<file path="config.mk">
export PLATFORM = sky130hd
export DESIGN_NAME = ni_packetizer_flat
export DESIGN_NICKNAME = d
export VERILOG_FILES = /design/src/rtl/noc_pkg.sv /design/src/rtl/ni_packetizer_if.sv /design/src/rtl/ni_credit_counter.sv /design/src/rtl/ni_packetizer.sv /design/src/flat_wrapper.sv
export SDC_FILE = /design/constraint.sdc
export NUM_CORES = 1
export LEC_CHECK = 0
export CAP_MARGIN = 0
export CORE_UTILIZATION = 25
export DETAILED_ROUTE_END_ITERATION = 12
export GPL_TIMING_DRIVEN = 0
export PLACE_DENSITY = 0.53
export SLEW_MARGIN = 20
export SYNTH_ARGS = -nofsm -noshare
export SYNTH_HDL_FRONTEND = slang
export SYNTH_SLANG_ARGS = --single-unit
</file>
<file path="constraint.sdc">
create_clock -name clk -period 4.8 [get_ports clk]
set_input_delay 0.72 -clock clk [delete_from_list [all_inputs] [get_ports clk]]
set_output_delay 0.72 -clock clk [all_outputs]
set_load 0.02 [all_outputs]
</file>
<file path="src/rtl/noc_pkg.sv">
// Shared NoC definitions: flit type codes (also decoded by the LBDR header stage)
// and the packetizer state encoding.
package noc_pkg;

    localparam logic [2:0] FLIT_HEADER = 3'b001;
    localparam logic [2:0] FLIT_BODY   = 3'b010;
    localparam logic [2:0] FLIT_TAIL   = 3'b100;

    typedef enum logic [1:0] {
        PKT_IDLE = 2'd0,
        PKT_HDR  = 2'd1,
        PKT_PAY  = 2'd2
    } pkt_state_t;

endpackage

</file>
<file path="src/rtl/ni_packetizer_if.sv">
// Core-side request/payload handshakes, router-side flit/credit link and error pulses.
// master = the packetizer, slave = the core/router environment driving it.
interface ni_packetizer_if #(
    parameter int DATA_WIDTH = 32,
    parameter int LEN_WIDTH  = 4
);
    logic [3:0]            cur_addr;
    logic                  req_valid;
    logic                  req_ready;
    logic [3:0]            req_dst;
    logic [LEN_WIDTH-1:0]  req_len;
    logic                  pay_valid;
    logic                  pay_ready;
    logic [DATA_WIDTH-1:0] pay_data;
    logic                  flit_valid;
    logic [2:0]            flit_id;
    logic [DATA_WIDTH-1:0] flit_data;
    logic                  credit_in;
    logic                  err_len;
    logic                  err_credit;

    modport master (
        input  cur_addr, req_valid, req_dst, req_len, pay_valid, pay_data, credit_in,
        output req_ready, pay_ready, flit_valid, flit_id, flit_data, err_len, err_credit
    );

    modport slave (
        output cur_addr, req_valid, req_dst, req_len, pay_valid, pay_data, credit_in,
        input  req_ready, pay_ready, flit_valid, flit_id, flit_data, err_len, err_credit
    );
endinterface

</file>
<file path="src/rtl/ni_credit_counter.sv">
// Tracks free slots in the router input FIFO; has_credit is combinational from the count,
// err_credit is a registered pulse when a credit returns while already full (count saturates).
module ni_credit_counter #(
    parameter int CREDITS = 4
) (
    input  logic clk,
    input  logic rst,
    input  logic dec_i,
    input  logic inc_i,
    output logic has_credit_o,
    output logic err_credit_o
);
    localparam int CW = $clog2(CREDITS + 1);
    localparam logic [CW-1:0] FULL = CW'(CREDITS);

    logic [CW-1:0] cnt_q, cnt_d;
    logic          err_q, err_d;

    always_comb begin
        cnt_d = cnt_q;
        err_d = 1'b0;
        case ({dec_i, inc_i})
            2'b10:   cnt_d = cnt_q - CW'(1);
            2'b01: begin
                if (cnt_q == FULL) err_d = 1'b1;
                else               cnt_d = cnt_q + CW'(1);
            end
            default: cnt_d = cnt_q;
        endcase
    end

    always_ff @(posedge clk or posedge rst) begin
        if (rst) begin
            cnt_q <= FULL;
            err_q <= 1'b0;
        end else begin
            cnt_q <= cnt_d;
            err_q <= err_d;
        end
    end

    assign has_credit_o = (cnt_q != '0);
    assign err_credit_o = err_q;
endmodule

</file>
<file path="src/rtl/ni_packetizer.sv">
// NI injector: request + payload words -> HEADER, BODY..., TAIL flits; header 2 cycles after request,
// each body/tail flit 1 cycle after its payload handshake; stalls headers and payload when out of credit.
module ni_packetizer
    import noc_pkg::*;
#(
    parameter int DATA_WIDTH = 32,
    parameter int LEN_WIDTH  = 4,
    parameter int CREDITS    = 4
) (
    input  logic clk,
    input  logic rst,
    ni_packetizer_if.master bus
);
    pkt_state_t             state_q, state_d;
    logic [3:0]             dst_q, dst_d;
    logic [LEN_WIDTH-1:0]   len_q, len_d;
    logic [LEN_WIDTH-1:0]   cnt_q, cnt_d;
    logic                   flit_vld_q, flit_vld_d;
    logic [2:0]             flit_id_q, flit_id_d;
    logic [DATA_WIDTH-1:0]  flit_data_q, flit_data_d;
    logic                   err_len_q, err_len_d;
    logic [DATA_WIDTH-1:0]  hdr_data;
    logic                   has_credit;
    logic                   send;
    logic                   req_rdy;
    logic                   pay_rdy;

    ni_credit_counter #(.CREDITS(CREDITS)) u_credit (
        .clk          (clk),
        .rst          (rst),
        .dec_i        (send),
        .inc_i        (bus.credit_in),
        .has_credit_o (has_credit),
        .err_credit_o (bus.err_credit)
    );

    // Header layout decoded by LBDR: dst in [3:0], source in [7:4], length above.
    always_comb begin
        hdr_data                 = '0;
        hdr_data[3:0]            = dst_q;
        hdr_data[7:4]            = bus.cur_addr;
        hdr_data[8 +: LEN_WIDTH] = len_q;
    end

    always_comb begin
        state_d     = state_q;
        dst_d       = dst_q;
        len_d       = len_q;
        cnt_d       = cnt_q;
        flit_vld_d  = 1'b0;
        flit_id_d   = flit_id_q;
        flit_data_d = flit_data_q;
        err_len_d   = 1'b0;
        send        = 1'b0;
        req_rdy     = 1'b0;
        pay_rdy     = 1'b0;
        case (state_q)
            PKT_IDLE: begin
                req_rdy = 1'b1;
                if (bus.req_valid) begin
                    dst_d = bus.req_dst;
                    len_d = bus.req_len;
                    if (bus.req_len == '0) err_len_d = 1'b1;
                    else                   state_d   = PKT_HDR;
                end
            end
            PKT_HDR: begin
                if (has_credit) begin
                    send        = 1'b1;
                    flit_vld_d  = 1'b1;
                    flit_id_d   = FLIT_HEADER;
                    flit_data_d = hdr_data;
                    cnt_d       = len_q;
                    state_d     = PKT_PAY;
                end
            end
            PKT_PAY: begin
                pay_rdy = has_credit;
                if (bus.pay_valid && has_credit) begin
                    send        = 1'b1;
                    flit_vld_d  = 1'b1;
                    flit_data_d = bus.pay_data;
                    cnt_d       = cnt_q - LEN_WIDTH'(1);
                    if (cnt_q == LEN_WIDTH'(1)) begin
                        flit_id_d = FLIT_TAIL;
                        state_d   = PKT_IDLE;
                    end else begin
                        flit_id_d = FLIT_BODY;
                    end
                end
            end
            default: state_d = PKT_IDLE;
        endcase
    end

    always_ff @(posedge clk or posedge rst) begin
        if (rst) begin
            state_q     <= PKT_IDLE;
            dst_q       <= '0;
            len_q       <= '0;
            cnt_q       <= '0;
            flit_vld_q  <= 1'b0;
            flit_id_q   <= '0;
            flit_data_q <= '0;
            err_len_q   <= 1'b0;
        end else begin
            state_q     <= state_d;
            dst_q       <= dst_d;
            len_q       <= len_d;
            cnt_q       <= cnt_d;
            flit_vld_q  <= flit_vld_d;
            flit_id_q   <= flit_id_d;
            flit_data_q <= flit_data_d;
            err_len_q   <= err_len_d;
        end
    end

    assign bus.req_ready  = req_rdy;
    assign bus.pay_ready  = pay_rdy;
    assign bus.flit_valid = flit_vld_q;
    assign bus.flit_id    = flit_id_q;
    assign bus.flit_data  = flit_data_q;
    assign bus.err_len    = err_len_q;
endmodule

</file>
<file path="src/flat_wrapper.sv">
// flat-port wrapper written by rule: the top's interface ports become plain ports
module ni_packetizer_flat import noc_pkg::*;
#(
    parameter int DATA_WIDTH = 32,
    parameter int LEN_WIDTH  = 4,
    parameter int CREDITS    = 4
)
  (clk, rst, bus_cur_addr, bus_req_valid, bus_req_dst, bus_req_len, bus_pay_valid, bus_pay_data, bus_credit_in, bus_req_ready, bus_pay_ready, bus_flit_valid, bus_flit_id, bus_flit_data, bus_err_len, bus_err_credit);
  ni_packetizer_if #(.DATA_WIDTH(DATA_WIDTH), .LEN_WIDTH(LEN_WIDTH)) bus_i ();
  input  logic clk;
  input  logic rst;
  input wire logic [$bits(bus_i.cur_addr)-1:0] bus_cur_addr;
  input wire logic [$bits(bus_i.req_valid)-1:0] bus_req_valid;
  input wire logic [$bits(bus_i.req_dst)-1:0] bus_req_dst;
  input wire logic [$bits(bus_i.req_len)-1:0] bus_req_len;
  input wire logic [$bits(bus_i.pay_valid)-1:0] bus_pay_valid;
  input wire logic [$bits(bus_i.pay_data)-1:0] bus_pay_data;
  input wire logic [$bits(bus_i.credit_in)-1:0] bus_credit_in;
  output wire logic [$bits(bus_i.req_ready)-1:0] bus_req_ready;
  output wire logic [$bits(bus_i.pay_ready)-1:0] bus_pay_ready;
  output wire logic [$bits(bus_i.flit_valid)-1:0] bus_flit_valid;
  output wire logic [$bits(bus_i.flit_id)-1:0] bus_flit_id;
  output wire logic [$bits(bus_i.flit_data)-1:0] bus_flit_data;
  output wire logic [$bits(bus_i.err_len)-1:0] bus_err_len;
  output wire logic [$bits(bus_i.err_credit)-1:0] bus_err_credit;
  assign bus_i.cur_addr = bus_cur_addr;
  assign bus_i.req_valid = bus_req_valid;
  assign bus_i.req_dst = bus_req_dst;
  assign bus_i.req_len = bus_req_len;
  assign bus_i.pay_valid = bus_pay_valid;
  assign bus_i.pay_data = bus_pay_data;
  assign bus_i.credit_in = bus_credit_in;
  assign bus_req_ready = bus_i.req_ready;
  assign bus_pay_ready = bus_i.pay_ready;
  assign bus_flit_valid = bus_i.flit_valid;
  assign bus_flit_id = bus_i.flit_id;
  assign bus_flit_data = bus_i.flit_data;
  assign bus_err_len = bus_i.err_len;
  assign bus_err_credit = bus_i.err_credit;
  ni_packetizer #(.DATA_WIDTH(DATA_WIDTH), .LEN_WIDTH(LEN_WIDTH), .CREDITS(CREDITS)) u_core (.clk(clk), .rst(rst), .bus(bus_i));
endmodule
</file>
==> results of run 1 <==
cell type report:
cell class,instances,area [sq um],area share
clock buffers,7,86.3,0.0229
plain buffers,15,90.1,0.0239
well taps,133,166,0.0442
repair buffers,88,891,0.237
flip-flops and latches,55,1380,0.366
multi-input cells,179,1110,0.295
clock inverters,1,8.76,0.00233
inverters,8,32.5,0.00865
layer usage:
layer,wire length [um],share of wire,vias up
met2,3030,0.47,58
met1,3120,0.48,1004
li1,-,-,1067
met5,0,0,-
met4,65,0.010,0
met3,257,0.040,5
kinds of logic after synthesis:
family,count (synthesis),synth area share
mux,21,0.0864
simple gates,110,0.189
buf+inv,23,0.0461
compound gates,40,0.111
flops,55,0.528
xor+xnor,1,0.00336
fa+ha+maj,7,0.0365
through the flow:
stage           util  setup WS (ps)  cells  instance area, sq um  power [mW]
2_1_floorplan      -           2640    257                  2610        1.61
3_3_place_gp   0.366           1560    477                  3640        2.07
3_5_place_dp   0.368           1840    478                  3670        2.10
4_1_cts        0.378           1480    486                  3760        2.38
5_1_grt        0.378           1370    486                  3760        2.54
6_report       0.378           1540    486                  3760        2.34
registers in the layout (all words and copies together), names as in the netlist:
| register | count |
|---|---|
| u_core.dst_q | 4 |
| u_core.len_q | 4 |
| u_core.bus.flit_valid | 1 |
| u_core.state_q | 2 |
| u_core.cnt_q | 4 |
| u_core.bus.flit_id | 3 |
| u_core.bus.flit_data | 32 |
| u_core.u_credit.err_credit_o | 1 |
| u_core.u_credit.cnt_q | 3 |
| u_core.bus.err_len | 1 |
critical path: cells and delay by family, from the launching register on:
family	cells	cell delay, ps
buffers and inverters	5	1460
DFF	1	430
and+or+nand+nor	1	190
adders and majority gates	1	140
path summary, 6_finish.rpt:
check                                      start                       end  slack, ps  cells after the start
max                            u_core.state_q[0]             bus_pay_ready       1540                      7
min in group asynchronous                    rst  u_core.bus.flit_data[17]        730                      2
max in group asynchronous                    rst  u_core.u_credit.cnt_q[2]       3530                      3
min reg2reg                u_core.bus.flit_id[1]     u_core.bus.flit_id[1]        470                      2
min                        u_core.bus.flit_id[1]     u_core.bus.flit_id[1]        470                      2
max reg2reg                    u_core.state_q[0]  u_core.u_credit.cnt_q[1]       2430                     10
where the power goes:
part	total, mW	internal [mW]	switching [mW]
combinational	1.30	0.581	0.716
clock	0.279	0.119	0.160
sequential	0.764	0.648	0.116
total	2.34	1.35	0.993
placed cells by master (no fill, tap or decap), drive strengths merged, types with 3 or more instances in the layout:
| cell type | instances |
|---|---|
| clkbuf | 12 |
| inv | 8 |
| dfrtp | 54 |
| clkdlybuf4s50 | 87 |
| o21ai | 18 |
| nor3 | 4 |
| mux2 | 9 |
| mux2i | 12 |
| nand2 | 64 |
| nand3 | 25 |
| o211ai | 3 |
| ha | 6 |
| a21oi | 3 |
| buf | 11 |
| nor2 | 10 |
==> results by group, run 1 <==
STA
  – Least-Margin Pin Slew: 790 ps
  – Setup TNS: 0 ps
  – Clk_skew: 4.99 ps
  – Final Hold Fails: 0
  – Minimum clock period: 3260 ps
  – Period utilisation layout: 0.679
  – Hold WS: 472 ps
  – Max Slew Vio Count: 0
  – Fmax: 0.307 GHz
  – Final setup viols: 0
  – Relative slew slack: 0.474
  – RSZ-0062 raised after global routing: false

GRT
  – First-pass GRT wire length: 10.9 mm
  – Total grt overflow: 0
  – Routing usage on met2: 0.206
  – Grt met3 use: 0.0263
  – Global Route Usage Sum: 0.126
  – GR peak layer: met2
  – Met1 usage: 0.169
  – Largest net degree at the start of global routing: 30
  – Vias in the first global route: 2120
  – Initial antenna violation count: 0

Detailed routing
  – DRT iter0 DRCs: 114
  – DRT antenna net count: 0
  – Routed len/inst: 13.3 um
  – DRC errors left: 0
  – Vias per Instance: 4.39
  – Vias: 2134
  – DRT Pass-1 Iters: 4
  – Drt total wl: 6.47 mm

Clock network
  – Clk sinks: 55
  – Clock slew at reported path FFs: 100 ps
  – CTS tree: done
  – Setup bufs post-CTS: 0
  – CTS buffer count: 5
  – Post-CTS Hold Buffers: 0
  – H-Tree Depth: 2
  – Post-CTS Resized: 0
  – Skew-Pair Late Insertion Delay: 310 ps
  – Root Buffer: clkbuf_8
  – Clock Path Buffers: 2

Die
  – Total die area: 10800 sq um
  – Chip width: 104 um
  – Core outline area: 9950 sq um
  – # IOs: 89
  – Row cnt: 36
  – Die extent in y: 104 um
  – Starting Density: 0.262

Setup path
  – CP cell instances: inv_1 > ha_1 > buf_2 > buf_1 > inv_1 > nor2_1 > clkdlybuf4s50_1
  – CP max-delay cell: clkdlybuf4s50_1
  – Worst path most repeated cell: inv_1
  – Critical Path AT: 2540 ps
  – Critical path fanouts, max: 10
  – Worst path required time: 4080 ps
  – Worst setup path class: reg2out
  – Critical Path End Type: output port
  – CP startpoint kind: flip-flop
  – CP max stage delay: 630 ps

Yosys
  – Area contributors post-synth: dfrtp_1 (52%), nand2_1 (9.2%), nand3_1 (4.8%), mux2i_1 (4.6%), o21ai_0 (3.5%)
  – Ys async rst share: 1.00
  – Area share of the largest cell type after synthesis: 0.518
  – Avg Cell Area, Syn: 10.1 sq um
  – Number of synthesized register bits: 55
  – EDFF count, synth: 0
  – Synth cell count leaders: nand2_1 (64), dfrtp_1 (54), nand3_1 (25), o21ai_0 (18), mux2i_1 (12)
  – Syn Nets: 313
  – Most used DFF post-synth: dfrtp_1
  – Synthesis Warnings: 0
  – Cells after Synth: 257
  – Post-synthesis sequential area ratio: 0.528
  – Count leader, synth: nand2_1
  – Post-synthesis cell area: 2610 sq um
  – Biggest area consumer among synthesized cells: dfrtp_1
  – Number of distinct library cells after synthesis: 41

Cells and area
  – Synth-to-layout area growth: 44.3%
  – Number of diodes: 0
  – Fillers: 1007
  – Layout cells sized above 1: 0.0935
  – Layout net count: 408

Placement
  – DP HPWL: 4.78 mm
  – Routability cong.: 0.712
  – IO Port Bufs: 87

Min path
  – HP Class: reg2reg

Power and ir drop
  – Max IR drop VDD: 0.000210 V
  – LEAKAGE: 1.64 nW
  – Power per cell area: 622 nW/um^2

Outcome
  – Status: finished clean

Job
  – Max_cap viols: 0
No activity file was read; power rests on OpenSTA's default activity.
==> run 2: changes to the inputs <==
PLACE_DENSITY = 0.55   (was 0.53)
clock period = 2.9 ns   (was 4.8 ns; I/O delays follow)
==> results by group, run 2 (synthesis results as in run 1) <==
Clock network
  – Root Buffer: clkbuf_8 (unchanged)
  – CTS tree: done (unchanged)
  – CTS buffer count: 5 (unchanged)
  – Post-CTS Hold Buffers: 0 (unchanged)
  – H-Tree Depth: 2 (unchanged)
  – Clock slew at reported path FFs: 120 ps (was 100 ps)
  – Clock Path Buffers: 2 (unchanged)
  – Skew-Pair Late Insertion Delay: 320 ps (was 310 ps)
  – Clk sinks: 55 (unchanged)

Power and ir drop
  – Sw Pwr: 1.66 mW (was 993 uW)
  – Power per cell area: 1030 nW/um^2 (was 622 nW/um^2)
  – Clock Power Share: 0.120 (was 0.119)
  – Combinational share of power: 0.554 (about the same)
  – Reg power frac: 0.327 (about the same)
  – LEAKAGE: 1.64 nW (about the same)
  – Switching Share: 0.428 (was 0.424)
  – Max IR drop VDD: 0.000388 V (was 0.000210 V)
  – Cell-internal power: 2.21 mW (was 1.35 mW)

Placement
  – DP Worst Slack: 189 ps (was 1840 ps)
  – DP HPWL: 4.83 mm (was 4.78 mm)
  – IO Port Bufs: 87 (unchanged)
  – Routability cong.: 0.737 (was 0.712)
  – DP Area: 3670 sq um (unchanged)

STA
  – Least-Margin Pin Slew: 792 ps (was 790 ps)
  – RSZ-0062 raised after global routing: false (unchanged)
  – Final setup viols: 0 (unchanged)
  – Fmax: 0.376 GHz
  – Max Slew Vio Count: 0 (unchanged)
  – Clk_skew: 12.8 ps (was 4.99 ps)
  – Relative slew slack: 0.472 (was 0.474)
  – Minimum clock period: 2660 ps
  – Period utilisation layout: 0.918
  – Final WS setup: 237 ps (was 1540 ps)
  – Final Hold Fails: 0 (unchanged)

Cells and area
  – Design area: 3760 sq um (about the same)
  – Number of flip-flops in the largest register: 32 (unchanged)
  – Fillers: 1027 (was 1007)
  – Synth-to-layout area growth: 44.2% (was 44.3%)
  – Highest-count cells in the layout ignoring fill and taps: clkdlybuf4s50_1 (87), nand2_1 (64), dfrtp_1 (54) (unchanged)
  – Layout net count: 407 (was 408)
  – Layout cells sized above 1: 0.0966 (was 0.0935)
  – Commonest non-fill, non-tap cell in the layout: clkdlybuf4s50_1 (unchanged)
  – Number of diodes: 0 (unchanged)

GRT
  – Largest net degree at the start of global routing: 30 (unchanged)
  – Initial antenna violation count: 0 (unchanged)
  – Vias in the first global route: 2168 (was 2120)
  – First-pass GRT wire length: 11.0 mm (was 10.9 mm)
  – Total grt overflow: 0 (unchanged)
  – Global Route Usage Sum: 0.125 (was 0.126)

Setup path
  – Worst path required time: 2470 ps (was 4080 ps)
  – Flop2flop setup slack: 340 ps (was 2430 ps)
  – Worst r2r src: u_core.state_q[0] (unchanged)
  – CP startpoint kind: flip-flop (unchanged)
  – Worst path most repeated cell: inv_1 (unchanged)
  – CP cell instances: inv_1 > ha_1 > buf_2 > inv_1 > nor2_1 > clkdlybuf4s50_1 (was inv_1 > ha_1 > buf_2 > buf_1 > inv_1 > nor2_1 > clkdlybuf4s50_1)
  – Critical Path AT: 2230 ps (was 2540 ps)
  – Critical path fanouts, max: 17 (was 10)
  – Worst setup path class: reg2out (unchanged)
  – CP max-delay cell: clkdlybuf4s50_1 (unchanged)
  – R2r worst-path depth: 10 (unchanged)
  – CP max stage delay: 620 ps (was 630 ps)
  – Critical Path End Type: output port (unchanged)
  – R2r endpoint: u_core.u_credit.cnt_q[1] (unchanged)

Die
  – Chip width: 104 um (unchanged)
  – Core outline area: 9950 sq um (unchanged)
  – Die extent in y: 104 um (unchanged)
  – Row cnt: 36 (unchanged)
  – # IOs: 89 (unchanged)
  – Starting Density: 0.262 (unchanged)
  – Total die area: 10800 sq um (unchanged)

Detailed routing
  – DRT antenna net count: 0 (unchanged)
  – DRC errors left: 0 (unchanged)
  – DRT iter0 DRCs: 124 (was 114)
  – Vias: 2133 (was 2134)
  – Drt total wl: 6.43 mm (was 6.47 mm)
  – Vias per Instance: 4.40 (was 4.39)
  – DRT Pass-1 Iters: 4 (unchanged)
  – Routed len/inst: 13.3 um (about the same)

Outcome
  – Status: finished clean (unchanged)

Job
  – Max_cap viols: 0 (unchanged)

Min path
  – HP Class: in2async (was reg2reg)
-- run 2: changes by cell type in the layout (fill, tap and decap cells not counted) --
cell | previous run | this run
clkbuf_1 | 6 | 5
buf_1 | 2 | 1
clkinvlp_4 | 0 | 1
inv_8 | 0 | 1
clkbuf_8 | 6 | 5
-- run 2: cell type report --
type                            instances  area, sq um  share of cell area
Tap cell                              133          166              0.0443
Clock inverter                          3         27.5             0.00732
Clock buffer                            5         68.8              0.0183
Timing Repair Buffer                   88          891               0.237
Buffer                                 14         86.3              0.0230
Multi-Input combinational cell        179         1110               0.295
Sequential cell                        55         1380               0.366
Inverter                                8         32.5             0.00865
-- run 2: critical path: cells and delay by family (launching register included) --
kind          cells  cell delay [ps]
fa+ha+maj         1              140
simple gates      1              160
buf+inv           4             1180
flops             1              440
-- run 2: per-layer routing --
layer,vias up,track usage,share of wire
li1,1063,-,-
met1,1004,0.164,0.47
met2,62,0.206,0.48
met3,4,0.0307,0.048
met4,0,0.0306,0.0090
met5,-,0,0
-- run 2: power by group through the flow --
stage	clock network (mW)	logic (mW)	registers [mW]
detailed placement	0	2.18	1.28
floorplan	0	1.21	1.45
global placement	0	2.15	1.27
finish	0.463	2.14	1.26
global route	0.507	2.37	1.31
CTS	0.483	2.18	1.27
-- run 2: metrics by stage --
stage                     hold slack, ps  std cells  total power [mW]  setup TNS [ps]   util
after floorplan                      479        257              2.66               0      -
after global placement               449        477              3.43           -2510  0.366
after detailed placement             454        478              3.46               0  0.368
after CTS                            456        485              3.93               0  0.378
after global routing                 479        485              4.19               0  0.378
final                                451        485              3.87               0  0.378
-- run 2: timing repair --
action | in CTS | in global routing
endpoints found under the setup margin | 1 | 0
buffers inserted | 0 | 0
gates resized for setup | 0 | 0
-- run 2: worst max-delay path by stage --
stage	from	to	slack, ps
after floorplan	u_core.state_q[0]	u_core.u_credit.cnt_q[2]	740
after global routing	u_core.state_q[0]	bus_pay_ready	70
final	u_core.state_q[0]	bus_pay_ready	240
after global placement	rst	u_core.dst_q[1]	-50
after detailed placement	u_core.state_q[0]	bus_pay_ready	190
after CTS	u_core.state_q[0]	bus_pay_ready	180
